==> src/rtl/i2c_target_pkg.sv <==
// Shared types and constants for the I2C target register file.
package i2c_target_pkg;

  typedef enum logic [2:0] {
    IDLE,
    ADDR,
    ADDR_ACK,
    PTR,
    WR_BYTE,
    WR_ACK,
    RD_BYTE,
    RD_ACK
  } state_t;

  localparam logic ACK  = 1'b0;
  localparam logic NACK = 1'b1;

  localparam logic [6:0] DEFAULT_ADDRESS = 7'h2A;

endpackage

==> src/rtl/i2c_bus_monitor.sv <==
// Synchronises SCL/SDA and flags START, STOP and SCL edges as 1-clk pulses.
// Latency SYNC_STAGES clk from pad edge to pulse; no backpressure.
module i2c_bus_monitor
  import i2c_target_pkg::*;
#(
  parameter int SYNC_STAGES = 2
) (
  input  logic clk,
  input  logic rst,
  input  logic scl_i,
  input  logic sda_i,
  output logic sda,
  output logic start,
  output logic stop,
  output logic scl_rise,
  output logic scl_fall
);

  logic [SYNC_STAGES-1:0] scl_sync;
  logic [SYNC_STAGES-1:0] sda_sync;
  logic                   scl_q;
  logic                   sda_q;
  logic                   scl;

  // Preset to 1 so a reset looks like an idle bus and raises no false events.
  always_ff @(posedge clk or posedge rst) begin
    if (rst) begin
      scl_sync <= '1;
      sda_sync <= '1;
      scl_q    <= 1'b1;
      sda_q    <= 1'b1;
    end else begin
      scl_sync <= {scl_sync[SYNC_STAGES-2:0], scl_i};
      sda_sync <= {sda_sync[SYNC_STAGES-2:0], sda_i};
      scl_q    <= scl_sync[SYNC_STAGES-1];
      sda_q    <= sda_sync[SYNC_STAGES-1];
    end
  end

  assign scl      = scl_sync[SYNC_STAGES-1];
  assign sda      = sda_sync[SYNC_STAGES-1];
  assign start    = scl & scl_q & sda_q & ~sda;
  assign stop     = scl & scl_q & ~sda_q & sda;
  assign scl_rise = scl & ~scl_q;
  assign scl_fall = ~scl & scl_q;

endmodule

==> src/rtl/i2c_target_regfile.sv <==
// I2C target with NUM_REGS-byte register file, auto-incrementing pointer; optional I2C_TARGET_REGFILE_GENERAL_CALL_EN.
// sda_oe updates 1 clk after a detected SCL fall; the bus itself is the only flow control (no clock stretching).
module i2c_target_regfile
  import i2c_target_pkg::*;
#(
  parameter logic [6:0] ADDRESS     = DEFAULT_ADDRESS,
  parameter int         NUM_REGS    = 16,
  parameter int         SYNC_STAGES = 2,
  localparam int        PTR_W       = $clog2(NUM_REGS)
) (
  input  logic             clk,
  input  logic             rst,
  input  logic             scl_i,
  input  logic             sda_i,
  output logic             sda_oe,
  input  logic             lcl_we,
  input  logic [PTR_W-1:0] lcl_addr,
  input  logic [7:0]       lcl_wdata,
  output logic [7:0]       lcl_rdata,
  output logic             wr_valid,
  output logic [PTR_W-1:0] wr_addr,
  output logic [7:0]       wr_data,
  output logic             busy
);

  localparam logic [PTR_W-1:0] LAST    = PTR_W'(NUM_REGS - 1);
  localparam logic [PTR_W:0]   NREGS_W = (PTR_W+1)'(NUM_REGS);

  logic sda, start, stop, scl_rise, scl_fall;

  i2c_bus_monitor #(.SYNC_STAGES(SYNC_STAGES)) u_mon (
    .clk      (clk),
    .rst      (rst),
    .scl_i    (scl_i),
    .sda_i    (sda_i),
    .sda      (sda),
    .start    (start),
    .stop     (stop),
    .scl_rise (scl_rise),
    .scl_fall (scl_fall)
  );

  state_t           state, state_nxt;
  logic [2:0]       bit_cnt, bit_cnt_nxt;
  logic             full, full_nxt;
  logic [7:0]       sh, sh_nxt, rd_sh, rd_sh_nxt, rx_byte, rd_cur;
  logic [PTR_W-1:0] ptr, ptr_nxt, i2c_waddr;
  logic             sda_oe_nxt, busy_nxt, rw, rw_nxt, gc, gc_nxt, i2c_we;
  logic [7:0]       regs [NUM_REGS];

  function automatic logic in_range(input logic [PTR_W-1:0] a);
    return {1'b0, a} < NREGS_W;
  endfunction

  function automatic logic [PTR_W-1:0] ptr_inc(input logic [PTR_W-1:0] p);
    return (p == LAST) ? '0 : p + PTR_W'(1);
  endfunction

  assign rx_byte = {sh[6:0], sda};
  assign rd_cur  = in_range(ptr) ? regs[ptr] : 8'h00;

  // full marks a completed byte/bit-phase waiting for the next SCL fall.
  always_comb begin
    state_nxt   = state;
    bit_cnt_nxt = bit_cnt;
    full_nxt    = full;
    sh_nxt      = sh;
    rd_sh_nxt   = rd_sh;
    ptr_nxt     = ptr;
    sda_oe_nxt  = sda_oe;
    busy_nxt    = busy;
    rw_nxt      = rw;
    gc_nxt      = gc;
    i2c_we      = 1'b0;
    i2c_waddr   = ptr;
    if (stop) begin
      state_nxt  = IDLE;
      sda_oe_nxt = 1'b0;
      busy_nxt   = 1'b0;
      full_nxt   = 1'b0;
      gc_nxt     = 1'b0;
    end else if (start) begin
      state_nxt   = ADDR;
      sda_oe_nxt  = 1'b0;
      bit_cnt_nxt = '0;
      full_nxt    = 1'b0;
      gc_nxt      = 1'b0;
    end else begin
      case (state)
        ADDR, PTR, WR_BYTE: begin
          if (scl_rise && !full) begin
            sh_nxt      = rx_byte;
            bit_cnt_nxt = bit_cnt + 3'd1;
            if (bit_cnt == 3'd7) begin
              full_nxt = 1'b1;
              case (state)
                ADDR: begin
                  rw_nxt = rx_byte[0];
                  if (rx_byte[7:1] == ADDRESS) begin
                    gc_nxt = 1'b0;
`ifdef I2C_TARGET_REGFILE_GENERAL_CALL_EN
                  end else if (rx_byte == 8'h00) begin
                    gc_nxt = 1'b1;
`endif
                  end else begin
                    state_nxt = IDLE;
                    full_nxt  = 1'b0;
                  end
                end
                PTR: ptr_nxt = rx_byte[PTR_W-1:0];
                default: begin
                  i2c_we    = 1'b1;
                  i2c_waddr = gc ? LAST : ptr;
                  if (!gc) ptr_nxt = ptr_inc(ptr);
                end
              endcase
            end
          end else if (scl_fall && full) begin
            full_nxt   = 1'b0;
            sda_oe_nxt = ~ACK;
            if (state == ADDR) begin
              state_nxt = ADDR_ACK;
              if (!gc) busy_nxt = 1'b1;
            end else begin
              state_nxt = WR_ACK;
            end
          end
        end
        ADDR_ACK: begin
          if (scl_fall) begin
            bit_cnt_nxt = '0;
            if (rw) begin
              state_nxt  = RD_BYTE;
              rd_sh_nxt  = rd_cur;
              sda_oe_nxt = ~rd_cur[7];
            end else begin
              state_nxt  = gc ? WR_BYTE : PTR;
              sda_oe_nxt = 1'b0;
            end
          end
        end
        WR_ACK: begin
          if (scl_fall) begin
            state_nxt   = WR_BYTE;
            sda_oe_nxt  = 1'b0;
            bit_cnt_nxt = '0;
          end
        end
        RD_BYTE: begin
          if (scl_rise) begin
            bit_cnt_nxt = bit_cnt + 3'd1;
            if (bit_cnt == 3'd7) full_nxt = 1'b1;
          end else if (scl_fall) begin
            if (full) begin
              full_nxt   = 1'b0;
              sda_oe_nxt = 1'b0;
              ptr_nxt    = ptr_inc(ptr);
              state_nxt  = RD_ACK;
            end else begin
              rd_sh_nxt  = {rd_sh[6:0], 1'b0};
              sda_oe_nxt = ~rd_sh[6];
            end
          end
        end
        RD_ACK: begin
          if (scl_rise) begin
            if (sda == ACK) full_nxt = 1'b1;
            else            state_nxt = IDLE;
          end else if (scl_fall && full) begin
            full_nxt    = 1'b0;
            bit_cnt_nxt = '0;
            rd_sh_nxt   = rd_cur;
            sda_oe_nxt  = ~rd_cur[7];
            state_nxt   = RD_BYTE;
          end
        end
        default: state_nxt = IDLE;
      endcase
    end
  end

  always_ff @(posedge clk or posedge rst) begin
    if (rst) begin
      state    <= IDLE;
      bit_cnt  <= '0;
      full     <= 1'b0;
      sh       <= '0;
      rd_sh    <= '0;
      ptr      <= '0;
      sda_oe   <= 1'b0;
      busy     <= 1'b0;
      rw       <= 1'b0;
      gc       <= 1'b0;
      wr_valid <= 1'b0;
      wr_addr  <= '0;
      wr_data  <= '0;
    end else begin
      state    <= state_nxt;
      bit_cnt  <= bit_cnt_nxt;
      full     <= full_nxt;
      sh       <= sh_nxt;
      rd_sh    <= rd_sh_nxt;
      ptr      <= ptr_nxt;
      sda_oe   <= sda_oe_nxt;
      busy     <= busy_nxt;
      rw       <= rw_nxt;
      gc       <= gc_nxt;
      wr_valid <= i2c_we;
      wr_addr  <= i2c_waddr;
      wr_data  <= rx_byte;
    end
  end

  // A colliding local write to the register I2C is writing is dropped.
  always_ff @(posedge clk or posedge rst) begin
    if (rst) begin
      for (int i = 0; i < NUM_REGS; i++) regs[i] <= 8'h00;
      lcl_rdata <= 8'h00;
    end else begin
      if (lcl_we && in_range(lcl_addr) && !(i2c_we && i2c_waddr == lcl_addr))
        regs[lcl_addr] <= lcl_wdata;
      if (i2c_we && in_range(i2c_waddr))
        regs[i2c_waddr] <= rx_byte;
      lcl_rdata <= in_range(lcl_addr) ? regs[lcl_addr] : 8'h00;
    end
  end

endmodule
==> config.mk <==
export PLATFORM = sky130hd
export DESIGN_NAME = i2c_target_regfile
export DESIGN_NICKNAME = d
export VERILOG_FILES = /design/src/rtl/i2c_target_pkg.sv /design/src/rtl/i2c_bus_monitor.sv /design/src/rtl/i2c_target_regfile.sv
export SDC_FILE = /design/constraint.sdc
export NUM_CORES = 1
export LEC_CHECK = 0
export CORE_MARGIN = 10
export CORE_UTILIZATION = 35
export DETAILED_ROUTE_END_ITERATION = 6
export SYNTH_ARGS = -nofsm -noshare
export SYNTH_HDL_FRONTEND = slang
export SYNTH_SLANG_ARGS = --single-unit
==> constraint.sdc <==
create_clock -name clk -period 7.3 [get_ports clk]
set_input_delay 1.46 -clock clk [delete_from_list [all_inputs] [get_ports clk]]
set_output_delay 1.46 -clock clk [all_outputs]
set_load 0.01 [all_outputs]
* Word level (Yosys, flattened, before mapping)
Index checks and enable logic that the tools add are counted.
W data, S select, Z words.
** Word-level totals
- Register bits after elaboration :: 184
- Logic and storage cells :: 251
- Output and inout port bits :: 23
** Cells by class
- Add/sub/neg operators :: 2
- Order comparisons :: 5
- Bitwise gates (word level) :: 18
- Eq/ne operators :: 49
- Mux-type cells :: 109
- Reductions and logical operators :: 34
** Operators by type and width (count)
- $bwmux W128 :: 2
- $mux W128 :: 2
- $mux W3 :: 24
- $bmux W8 S4 :: 2
- $demux W8 S4 :: 2
- $mux W4 :: 14
- $mux W7 :: 7
- $mux W8 :: 6
- $mux W1 :: 43
- $ne A5 B5 Y1 const B :: 8
- $ne A4 B4 Y1 const B :: 9
- $ne A2 B2 Y1 const B :: 13
- $pmux W7 S3 :: 1
- $reduce_and A10 Y1 :: 2
- $reduce_bool A3 Y1 :: 6
- $pmux W4 S2 :: 2
- $eq A3 B3 Y1 const B :: 5
- $ge A5 B5 Y1 const B :: 3
- $ne A3 B3 Y1 const B :: 5
- $not A4 Y5 :: 3
- $pmux W3 S5 :: 1
- $pmux W3 S4 :: 1
- $reduce_and A6 Y1 :: 2
- $reduce_and A11 Y1 :: 1
- 26 further kinds :: 53

* Longest topological paths before layout
Gate-level depths: netlist of the first run.
- Depth in word-level cells :: 15
- Mapped depth :: 9
- Depth with buffers taken out :: 8

* Cells and area by module
A second synthesis of the first run with hierarchy kept.
** Second synthesis, totals
- Cell total of the unflattened synthesis :: 1186
- Area, all modules :: 11086.9 um^2
** Modules (own cells, without submodules)
- i2c_target_regfile :: area an instance 10892.9 um^2, times used 1, cells an instance 1175
- i2c_bus_monitor :: area an instance 193.9 um^2, times used 1, cells an instance 11

* Least setup slack after synthesis of the first run
Ideal clock, no wire load.
- Path kind :: input port to flip-flop
- Start :: in lcl_addr[0]
- End :: reg regs[100] in the netlist's numbering
- Arrival :: 3062 ps
- Stages on the path :: 7
- Slack :: 4093 ps
- Required time :: 7155 ps
- Cells stage by stage :: buf_2 xnor2_1 and4_4 buf_6 a2111oi_4 mux2i_1 o22ai_1
** On the way
- Word-level cells in the longest chain between the ends :: 9
- Elaborated cells between the ends (all ways) :: 14
- Those cells by class :: order compare: 2; eq/ne: 1; mux: 6; bitwise: 1; reduce/logical: 4
** RTL lines
- start, declared :: RTL line i2c_target_regfile.sv:17 : input logic [PTR_W-1:0] lcl_addr,
- $not A4 Y5 (implied by the code) :: RTL line i2c_target_regfile.sv:221 : regs[lcl_addr] <= lcl_wdata;
- $ge A5 B5 Y1 (implied by the code) / $lt A5 B1 Y1 (equally long branches) :: RTL line i2c_target_regfile.sv:221
- $logic_and A1 B1 Y1 (implied by the code) :: RTL line i2c_target_regfile.sv:221
- $mux W8 (implied by the code) :: RTL line i2c_target_regfile.sv:221
- $demux W8 S4 :: RTL line i2c_target_regfile.sv:221
- $bwmux W128 :: RTL line i2c_target_regfile.sv:221
- $mux W128 (*) :: RTL line i2c_target_regfile.sv:220 : if (lcl_we && in_range(lcl_addr) && !(i2c_we && i2c_waddr == lcl_addr))
- $bwmux W128 :: RTL line i2c_target_regfile.sv:223 : regs[i2c_waddr] <= rx_byte;
- $mux W128 (*) :: RTL line i2c_target_regfile.sv:222 : if (i2c_we && in_range(i2c_waddr))
- end signal, assigned by index :: RTL line i2c_target_regfile.sv:221
- end signal, assigned by index :: RTL line i2c_target_regfile.sv:223
- end, declared :: RTL line i2c_target_regfile.sv:49 : logic [7:0] regs [NUM_REGS];
Mark *: on every way between the ends. The rest lies on a longest branch, timed or not.
A chain may end at the register's enable or synchronous reset.

* Final worst setup path of the first run
- Start :: in lcl_addr[2]
- End :: reg regs[120] in the netlist's numbering
The elaborated chain is that of the path after synthesis.

==> results of run 1 <==
## cells in the final DEF, fill, tap and decap left out, types with 3 or more instances in the layout
| cell | instances |
|---|---|
| a2111oi_4 | 8 |
| a211oi_1 | 3 |
| a21oi_1 | 28 |
| a22oi_1 | 16 |
| a31oi_1 | 7 |
| and2_1 | 3 |
| and3_1 | 3 |
| buf_4 | 10 |
| clkbuf_16 | 17 |
| clkdlybuf4s50_1 | 37 |
| dfrtp_1 | 175 |
| dfstp_2 | 6 |
| ha_1 | 9 |
| inv_1 | 11 |
| inv_6 | 6 |
| inv_8 | 4 |
| mux2_2 | 9 |
| mux2i_1 | 131 |
| mux4_2 | 72 |
| nand2_1 | 48 |
| nand2b_1 | 7 |
| nand3_1 | 12 |
| nand3b_1 | 3 |
| nor2_1 | 34 |
| nor2b_1 | 5 |
| nor3_1 | 11 |
| nor3b_1 | 4 |
| o21ai_0 | 12 |
| o21ai_2 | 8 |
| o22ai_1 | 130 |
| xnor2_1 | 5 |
## cell usage after synthesis (all sizes together), types with 10 or more instances
library cell	instances	area, sq um
a21oi	28	140
a22oi	16	120
buf	22	118
clkbuf	44	165
dfrtp	177	4430
inv	14	55.1
mux2	10	113
mux2i	131	1310
mux4	72	1620
nand2	48	180
nand3	12	60.1
nor2	34	128
nor3	11	55.1
o21ai	21	135
o22ai	130	813
## power by group
group	internal, W	switching (W)	leakage, nW	total (W)
Combinational	0.000537	0.000534	2.05	0.00107
Clock	0.000497	0.000460	0.291	0.000956
Sequential	0.00127	0.000278	2.09	0.00155
Total	0.00230	0.00127	4.43	0.00358
## routing by layer
metal  part of all wire  wire [um]  vias up  track usage
li1                   -          -     3434            -
met1               0.42      14300     4225        0.241
met2               0.47      15800      392        0.272
met3              0.077       2590       65       0.0387
met4              0.032       1090        0       0.0615
met5                  0          0        -            0
## stage by stage
| stage | instance area [sq um] | utilization | hold WS (ns) | setup WS, ns | total power, W |
|---|---|---|---|---|---|
| 5_1_grt | 11800 | 0.397 | 0.366 | 2.98 | 0.00375 |
| 3_5_place_dp | 11200 | 0.377 | 0.349 | 2.79 | 0.00262 |
| 3_3_place_gp | 11200 | 0.377 | 0.347 | 2.82 | 0.00260 |
| 2_1_floorplan | 10500 | - | 0.345 | 0.878 | 0.00223 |
| 6_report | 11800 | 0.398 | 0.360 | 3.15 | 0.00358 |
| 4_1_cts | 11800 | 0.397 | 0.360 | 3.13 | 0.00358 |
## how the worst min path moves through the flow
stage	end	slack (ns)	cells past startpoint
4_1_cts	u_mon.sda_sync[1]$_DFF_PP1_	0.36	0
5_1_grt	u_mon.sda_sync[1]$_DFF_PP1_	0.37	0
3_5_place_dp	u_mon.sda_sync[1]$_DFF_PP1_	0.35	0
6_report	u_mon.sda_sync[1]$_DFF_PP1_	0.36	0
2_1_floorplan	u_mon.scl_sync[1]$_DFF_PP1_	0.35	0
3_3_place_gp	u_mon.scl_sync[1]$_DFF_PP1_	0.35	0
## worst max-delay path: cells and delay by family
kind | cells | cell delay [ns]
buffers and inverters | 1 | 0.83
multiplexers | 1 | 0.33
AND/OR/NAND/NOR | 1 | 0.50
XOR/XNOR | 1 | 0.40
AO/OA/AOI/OAI | 2 | 0.89
## kinds of logic (layout without fill, tap and decap cells)
logic type / after synthesis / count (layout) / share of synthesized area
compound gates: 234 / 234 / 0.159
mux: 213 / 213 / 0.290
flops: 183 / 183 / 0.436
simple gates: 143 / 143 / 0.0662
buf+inv: 81 / 96 / 0.0325
fa+ha+maj: 9 / 9 / 0.0107
xor+xnor: 6 / 6 / 0.00500
other cells: 0 / 1 / 0
## area by class of cell
type                    instances  area [sq um]
multi-input cells             605          5590
fillers                      2896         17900
repair buffers                 49           455
clock buffers                  18           439
clock inverters                14           154
well taps                     390           488
inverters                      15          66.3
diodes                          1          2.50
flip-flops and latches        183          4590
## registers in the layout, summed over array words and instances, names as in the netlist
name            flops
bit_cnt             3
busy                1
full                1
lcl_rdata           8
ptr                 4
rd_sh               7
regs              128
rw                  1
sda_oe              1
sh                  7
state               3
u_mon.scl_q         1
u_mon.scl_sync      2
u_mon.sda_q         1
u_mon.sda_sync      2
wr_addr             4
wr_data             8
wr_valid            1
==> impl_metrics.csv, run 1 <==
group,metric,value,unit
clock_tree,clk_latency,0.45,ns
critical_path,critical_path_class,"in -> reg",
drt,drc,0,
global_route,grt_antenna_before_repair,0,
finish,num-nets-final,897,
synth,synthCells,869,
finish,drive_above_1_share,0.176,
sta,worst_pin_slew,1.12,ns
sta,fmaxAchievable,241,MHz
global_route,grt_pass1_wl,51700,um
critical_path,crit_path_max_fanout,13,
pwr,power_density,304,mW/mm^2
critical_path,reg2reg_from,"u_mon.sda_sync[1]$_DFF_PP1_",
critical_path,cp-start-kind,"primary input",
critical_path,endpoint_kind,"flop",
synth,syn_avg_cell_area,12.1,sq um
finish,layoutNonFillerInstCount,1275,
synth,ys_async_sr_fraction,1.00,
critical_path,cp_slowest_stage_delay,0.83,ns
critical_path,r2r_cells,6,
floorplanning,core_area,0.0296,sq mm
synth,seq_area_frac_synth,0.436,
floorplanning,dieHeight,193,um
critical_path,r2r_end,"regs[112]$_DFF_PP0_",
worst_hold_path,hold_path_class,"reg -> reg",
global_route,grt_start_max_net_pins,130,
place,finalWeightedCongestion,0.906,
outcome,status,"completed",
sta,finalCriticalPeriod,4.15,ns
clock_tree,cts_buffer_depth,2,
sta,finalHoldViolations,0,
place,port_buffers,39,
critical_path,crit_chain,"clkdlybuf4s50_1, xnor2_1, nand4_1, o21ai_2, mux2i_1, o22ai_1",
place,dp_hpwl,21800,um
global_route,grt-ovfl-total,0,
drt,ant_nets,0,
synth,ys_types,61,
synth,synth_edf_count,0,
worst_hold_path,hold_path_startpoint,"u_mon.sda_sync[0]$_DFF_PP1_",
synth,yosys_warnings,0,
sta,fin_skew,0.0118,ns
drt,via_per_inst,6.37,
floorplanning,num_rows,63,
critical_path,arrival,4.43,ns
sta,finalSetupTns,0,ns
sta,slew_violations,0,
floorplanning,die_w,193,um
sta,slew_headroom,0.248,
clock_tree,cts_made_buffers,17,
global_route,track_usage,0.177,
global_route,grt_pass1_vias,7994,
drt,finalWirelength,33700,um
clock_tree,cts_tree,"done",
drt,dr.pass1.iters,7,
synth,netlist_area,0.0105,sq mm
critical_path,critPathCapture,"regs[120]$_DFF_PP0_",
sta,finalCritPeriodShare,0.569,
clock_tree,cts_sinks,183,
critical_path,crit_start,"lcl_addr[2]",
drt,wl_per_cell,26.5,um
floorplanning,design.die.area,0.0374,sq mm
pwr,vdd_drop_max,145,uV
sta,setup_violations,0,
sta,rsz0062_at_grt,"false",
clock_tree,cts_hold_buf,0,
floorplanning,ios,40,
synth,synth_nets,895,
finish,areaGrowthSynthToFinish,12.1,%
floorplanning,start_util,0.355,
clock_tree,post-cts-setup-buffers,0,
critical_path,required,7.57,ns
clock_tree,post_cts_resize_count,0,
clock_tree,clkSlewWorstSetupHoldPaths,0.08,ns
drt,dr.first_iter.drc_count,824,
synth,ys_ff_latch,183,
clock_tree,htree_levels,4,
place,dp_cells,1242,
critical_path,ff2ff_setup_slack,3.52,ns
pwr,p_leak,4.43,nW
critical_path,cp_slowest_cell,"clkdlybuf4s50_1",
drt,vias,8116,
flow_run,cap_violations,0,
clock_tree,root_buffer,"clkbuf_16",
synth,synth_ff_type,"dfrtp_1",
Note: power is estimated with default switching activity, not from simulation.
==> run 2: changes to the inputs <==
==> constraint.sdc (replaced) <==
create_clock -name clk -period 4 [get_ports clk]
set_input_delay 0.8 -clock clk [delete_from_list [all_inputs] [get_ports clk]]
set_output_delay 0.8 -clock clk [all_outputs]
set_load 0.01 [all_outputs]
==> run 2 against run 1 <==
Effect of this change: total power increased by 88%; sequential power rose by 83%; largest power group unchanged; critical path depth is 3 higher; first-iteration DRC count up 17%; sequential share of layout area down 1.1 points; wire length grew 5.1%; global-route usage up 0.92 points; critical path type is now reg -> reg; register-to-register slack worse by 2.5 ns.
==> impl_metrics.csv, run 2 (synthesis results as in run 1) <==
group,metric,value,unit
outcome,status,"completed",
critical_path,crit_start,"u_mon.scl_q$_DFF_PP1_",
finish,num-nets-final,931,
critical_path,cp.depth,9,
drt,wl_per_cell,27.1,um
place,dp_hpwl,24300,um
sta,fmaxAchievable,334,MHz
global_route,grt_start_max_net_pins,45,
floorplanning,num_rows,63,
critical_path,critical_path_class,"reg -> reg",
floorplanning,core_area,0.0296,sq mm
floorplanning,ios,40,
sta,finalHoldViolations,0,
finish,regArea,0.00459,sq mm
clock_tree,htree_levels,4,
finish,multi_input_area,0.00559,sq mm
sta,fin_skew,0.00779,ns
place,finalWeightedCongestion,0.897,
clock_tree,clkSlewWorstSetupHoldPaths,0.07,ns
finish,final_common_cell,"dfrtp_1",
place,place_area,0.0115,sq mm
critical_path,ff2ff_setup_slack,1.00,ns
drt,finalWirelength,35500,um
clock_tree,cts_sinks,183,
finish,diodes,0,
global_route,grt_antenna_before_repair,0,
sta,finalCriticalPeriod,3.00,ns
clock_tree,cts_buffer_depth,2,
critical_path,required,4.28,ns
clock_tree,cts_made_buffers,17,
critical_path,crit_path_max_fanout,13,
global_route,grt_pass1_vias,8195,
pwr,power_density,554,mW/mm^2
critical_path,critPathCapture,"regs[47]$_DFF_PP0_",
drt,vias,8258,
finish,fill_cells,2861,
floorplanning,start_util,0.355,
sta,finalSetupTns,0,ns
finish,largest-register,"regs",
finish,stdcell_area,0.0121,sq mm
clock_tree,root_buffer,"clkbuf_16",
sta,setup_violations,0,
floorplanning,dieHeight,193,um
floorplanning,die_w,193,um
finish,areaGrowthSynthToFinish,15.5,%
critical_path,endpoint_kind,"flop",
place,port_buffers,39,
critical_path,path_buf_inv,3,
global_route,track_usage,0.186,
drt,dr.pass1.iters,7,
sta,rsz0062_at_grt,"false",
critical_path,r2r_end,"regs[47]$_DFF_PP0_",
clock_tree,post_cts_resize_count,0,
clock_tree,post-cts-setup-buffers,0,
critical_path,r2r_cells,9,
critical_path,cp_top_family,"compound AO/OA/AOI/OAI gates",
finish,drive_above_1_share,0.207,
finish,largestRegisters,"regs (128), lcl_rdata (8), wr_data (8)",
sta,worst_pin_slew,1.08,ns
critical_path,cp_slowest_stage_delay,0.55,ns
clock_tree,cts_hold_buf,0,
drt,drc,0,
critical_path,reg2reg_from,"u_mon.scl_q$_DFF_PP1_",
sta,slew_violations,0,
floorplanning,design.die.area,0.0374,sq mm
global_route,grt_pass1_wl,54400,um
drt,ant_nets,0,
clock_tree,cts_tree,"done",
critical_path,crit_chain,"inv_1, ha_1, nand4bb_1, a211o_1, inv_4, a2111oi_4, buf_4, mux2i_1, o22ai_1",
critical_path,arrival,3.28,ns
finish,largest_register_ffs,128,
drt,via_per_inst,6.31,
pwr,vdd_drop_max,259,uV
sta,slew_headroom,0.271,
clock_tree,clk_latency,0.45,ns
finish,final_cell_mix,"dfrtp_1 (175), mux2i_1 (131), o22ai_1 (130)",
finish,final_core_util,0.409,
drt,dr.first_iter.drc_count,962,
flow_run,cap_violations,0,
critical_path,cp_slowest_cell,"dfstp_2",
global_route,grt-ovfl-total,0,
sta,finalCritPeriodShare,0.749,
pwr,p_leak,4.64,nW
critical_path,cp-start-kind,"flop",
worst_hold_path,hold_path_class,"reg -> reg",
==> run 2: how the worst min path moves through the flow <==
stage	start	endpoint	slack, ns	cells after the start
floorplan	u_mon.scl_sync[0]$_DFF_PP1_	u_mon.scl_sync[1]$_DFF_PP1_	0.35	0
global placement	u_mon.scl_sync[0]$_DFF_PP1_	u_mon.scl_sync[1]$_DFF_PP1_	0.35	0
detailed placement	u_mon.scl_sync[0]$_DFF_PP1_	u_mon.scl_sync[1]$_DFF_PP1_	0.35	0
CTS	u_mon.scl_sync[0]$_DFF_PP1_	u_mon.scl_sync[1]$_DFF_PP1_	0.35	0
global route	u_mon.scl_sync[0]$_DFF_PP1_	u_mon.scl_sync[1]$_DFF_PP1_	0.36	0
finish	u_mon.scl_sync[0]$_DFF_PP1_	u_mon.scl_sync[1]$_DFF_PP1_	0.35	0
==> run 2: routing by layer <==
metal | vias to the layer above | wire (um) | share of wire | track usage
li1 | 3496 | - | - | -
met1 | 4248 | 14700 | 0.41 | 0.257
met2 | 439 | 16700 | 0.47 | 0.287
met3 | 75 | 3030 | 0.086 | 0.0341
met4 | 0 | 1060 | 0.030 | 0.0624
met5 | - | 0 | 0 | 0
==> run 2: power breakdown <==
| part | leakage, nW | internal, W | switching (W) |
|---|---|---|---|
| clock | 0.317 | 0.00108 | 0.000806 |
| combinational | 2.23 | 0.00101 | 0.00100 |
| sequential | 2.09 | 0.00232 | 0.000509 |
| total | 4.64 | 0.00441 | 0.00232 |
==> run 2: final cells by class <==
class | instances | area share
well taps | 390 | 0.0402
clock inverters | 14 | 0.0171
clock buffers | 18 | 0.0362
multi-input cells | 605 | 0.460
flip-flops and latches | 183 | 0.378
repair buffers | 83 | 0.0627
inverters | 15 | 0.00516
==> run 2: through the flow <==
step	instances	hold slack, ns	worst slack (ns)	total power (W)
finish	1308	0.353	1.00	0.00673
global route	1308	0.358	0.866	0.00705
CTS	1308	0.353	1.01	0.00672
detailed placement	1276	0.349	0.853	0.00484
global placement	1276	0.348	0.869	0.00479
floorplan	869	0.345	0.854	0.00406
==> run 3: changes to the inputs <==
==> constraint.sdc (replaced) <==
create_clock -name clk -period 2.75 [get_ports clk]
set_input_delay 0.55 -clock clk [delete_from_list [all_inputs] [get_ports clk]]
set_output_delay 0.55 -clock clk [all_outputs]
set_load 0.01 [all_outputs]
==> run 3 against run 2 <==
Effect of this change: critical path depth down 1; clock skew increased by 0.0026 ns; die area did not move; maximum frequency increased by 13%; global-route usage is 0.27 points lower; worst hold slack improved by 0.0061 ns; non-clock buffer count grew 39; first-iteration DRC count down 2.3%; core utilization is 1.3 points higher; combinational power up 63%; cell count increased by 3.0%; critical path type unchanged; critical endpoint is now regs[115]$_DFF_PP0_.
==> impl_metrics.csv, run 3 (synthesis results as in run 1) <==
group,metric,value,unit
critical_path,arrival,2.95,ns
sta,layout_setup_ws,0.111,ns
drt,ant_nets,0,
sta,finalCriticalPeriod,2.64,ns
clock_tree,root_buffer,"clkbuf_16",
clock_tree,htree_levels,4,
drt,vias,8286,
global_route,track_usage,0.184,
critical_path,crit_path_max_fanout,9,
clock_tree,post-cts-setup-buffers,0,
finish,largest-register,"regs",
pwr,p_leak,4.88,nW
finish,stdcell_area,0.0125,sq mm
clock_tree,post_cts_resize_count,0,
finish,num-nets-final,970,
place,finalWeightedCongestion,0.886,
place,port_buffers,39,
critical_path,critical_path_class,"reg -> reg",
worst_hold_path,hold_path_class,"reg -> reg",
finish,diodes,0,
finish,fill_cells,2799,
worst_hold_path,hold_path_depth,0,
outcome,status,"completed",
drt,drc,0,
floorplanning,design.die.area,0.0374,sq mm
critical_path,required,3.06,ns
drt,wl_per_cell,26.4,um
drt,via_per_inst,6.15,
pwr,power_density,784,mW/mm^2
finish,drive_above_1_share,0.238,
critical_path,cp-start-kind,"flop",
sta,slew_headroom,0.388,
sta,rsz0062_at_grt,"false",
sta,worst_pin_slew,0.916,ns
drt,dr.first_iter.drc_count,940,
flow_run,cap_violations,0,
global_route,grt-ovfl-total,0,
clock_tree,cts_hold_buf,0,
drt,finalWirelength,35600,um
global_route,grt_start_max_net_pins,48,
critical_path,crit_start,"bit_cnt[0]$_DFFE_PP0P_",
place,dp_hpwl,24300,um
critical_path,endpoint_kind,"flop",
global_route,grt_pass1_vias,8131,
finish,final_common_cell,"dfrtp_1",
finish,largestRegisters,"regs (128), lcl_rdata (8), wr_data (8)",
sta,setup_violations,0,
finish,final_cell_mix,"dfrtp_1 (175), mux2i_1 (131), o22ai_1 (130)",
clock_tree,cts_tree,"done",
clock_tree,clkSlewWorstSetupHoldPaths,0.07,ns
floorplanning,core_area,0.0296,sq mm
clock_tree,clk_latency,0.44,ns
clock_tree,cts_made_buffers,17,
critical_path,reg2reg_from,"bit_cnt[0]$_DFFE_PP0P_",
floorplanning,start_util,0.355,
sta,finalCritPeriodShare,0.960,
sta,fmaxAchievable,379,MHz
clock_tree,cts_sinks,183,
global_route,grt_pass1_wl,53600,um
worst_hold_path,hold_path_startpoint,"u_mon.scl_sync[0]$_DFF_PP1_",
finish,areaGrowthSynthToFinish,19.2,%
sta,slew_violations,0,
pwr,vdd_drop_max,452,uV
global_route,grt_antenna_before_repair,1,
floorplanning,dieHeight,193,um
sta,fin_skew,0.0104,ns
critical_path,r2r_cells,8,
sta,finalHoldViolations,0,
clock_tree,cts_buffer_depth,2,
floorplanning,ios,40,
place,dpl_worst_slack,-0.0174,ns
floorplanning,die_w,193,um
drt,dr.pass1.iters,7,
floorplanning,num_rows,63,
place,place_area,0.0119,sq mm
finish,largest_register_ffs,128,
run 3: final timing paths:
path                            slack [ns]                     endpoint
worst min-delay path                  0.36  u_mon.scl_sync[1]$_DFF_PP1_
worst max register to register        0.11          regs[115]$_DFF_PP0_
worst max-delay path                  0.11          regs[115]$_DFF_PP0_
min in group asynchronous             0.55         rd_sh[4]$_DFFE_PP0P_
worst min register to register        0.36  u_mon.scl_sync[1]$_DFF_PP1_
max in group asynchronous             1.53          regs[115]$_DFF_PP0_
run 3: cell type report:
| class | count | area [sq um] | area share |
|---|---|---|---|
| tap | 390 | 488 | 0.0389 |
| multi-input combinational | 605 | 5590 | 0.446 |
| clock buffer | 19 | 443 | 0.0354 |
| timing repair buffer | 122 | 1190 | 0.0951 |
| sequential | 183 | 4590 | 0.366 |
| clock inverter | 13 | 168 | 0.0134 |
| inverter | 15 | 62.6 | 0.00499 |
run 3: worst max-delay path, cell delays in order (launching register included):
cell and delay (ns):
dfrtp_1 0.36, ha_1 0.16, ha_1 0.21, nand4bb_1 0.23
a211o_1 0.37, buf_12 0.16, o21ai_2 0.63, mux2i_1 0.28
o22ai_1 0.10
run 3: power by group:
group          switching [W]  internal [W]
Combinational        0.00168       0.00159
Clock                0.00115       0.00147
Sequential          0.000549       0.00338
Total                0.00338       0.00644
run 3: routing by layer:
| metal | global-route usage | up-vias | share of wire | wire [um] |
|---|---|---|---|---|
| met2 | 0.279 | 387 | 0.46 | 16400 |
| met5 | 0 | - | 0.00036 | 13 |
| met1 | 0.252 | 4252 | 0.43 | 15300 |
| met4 | 0.0621 | 2 | 0.029 | 1030 |
| li1 | - | 3579 | - | - |
| met3 | 0.0411 | 66 | 0.079 | 2830 |
run 3: through the flow:
step | total power [W] | hold WS, ns | TNS (ns) | util | std cells
floorplan | 0.00591 | 0.345 | -25.78 | - | 869
global placement | 0.00712 | 0.346 | 0 | 0.402 | 1315
detailed placement | 0.00718 | 0.351 | -0.0174 | 0.402 | 1315
CTS | 0.00981 | 0.361 | 0 | 0.423 | 1347
global route | 0.0103 | 0.367 | 0 | 0.423 | 1347
finish | 0.00982 | 0.359 | 0 | 0.423 | 1347
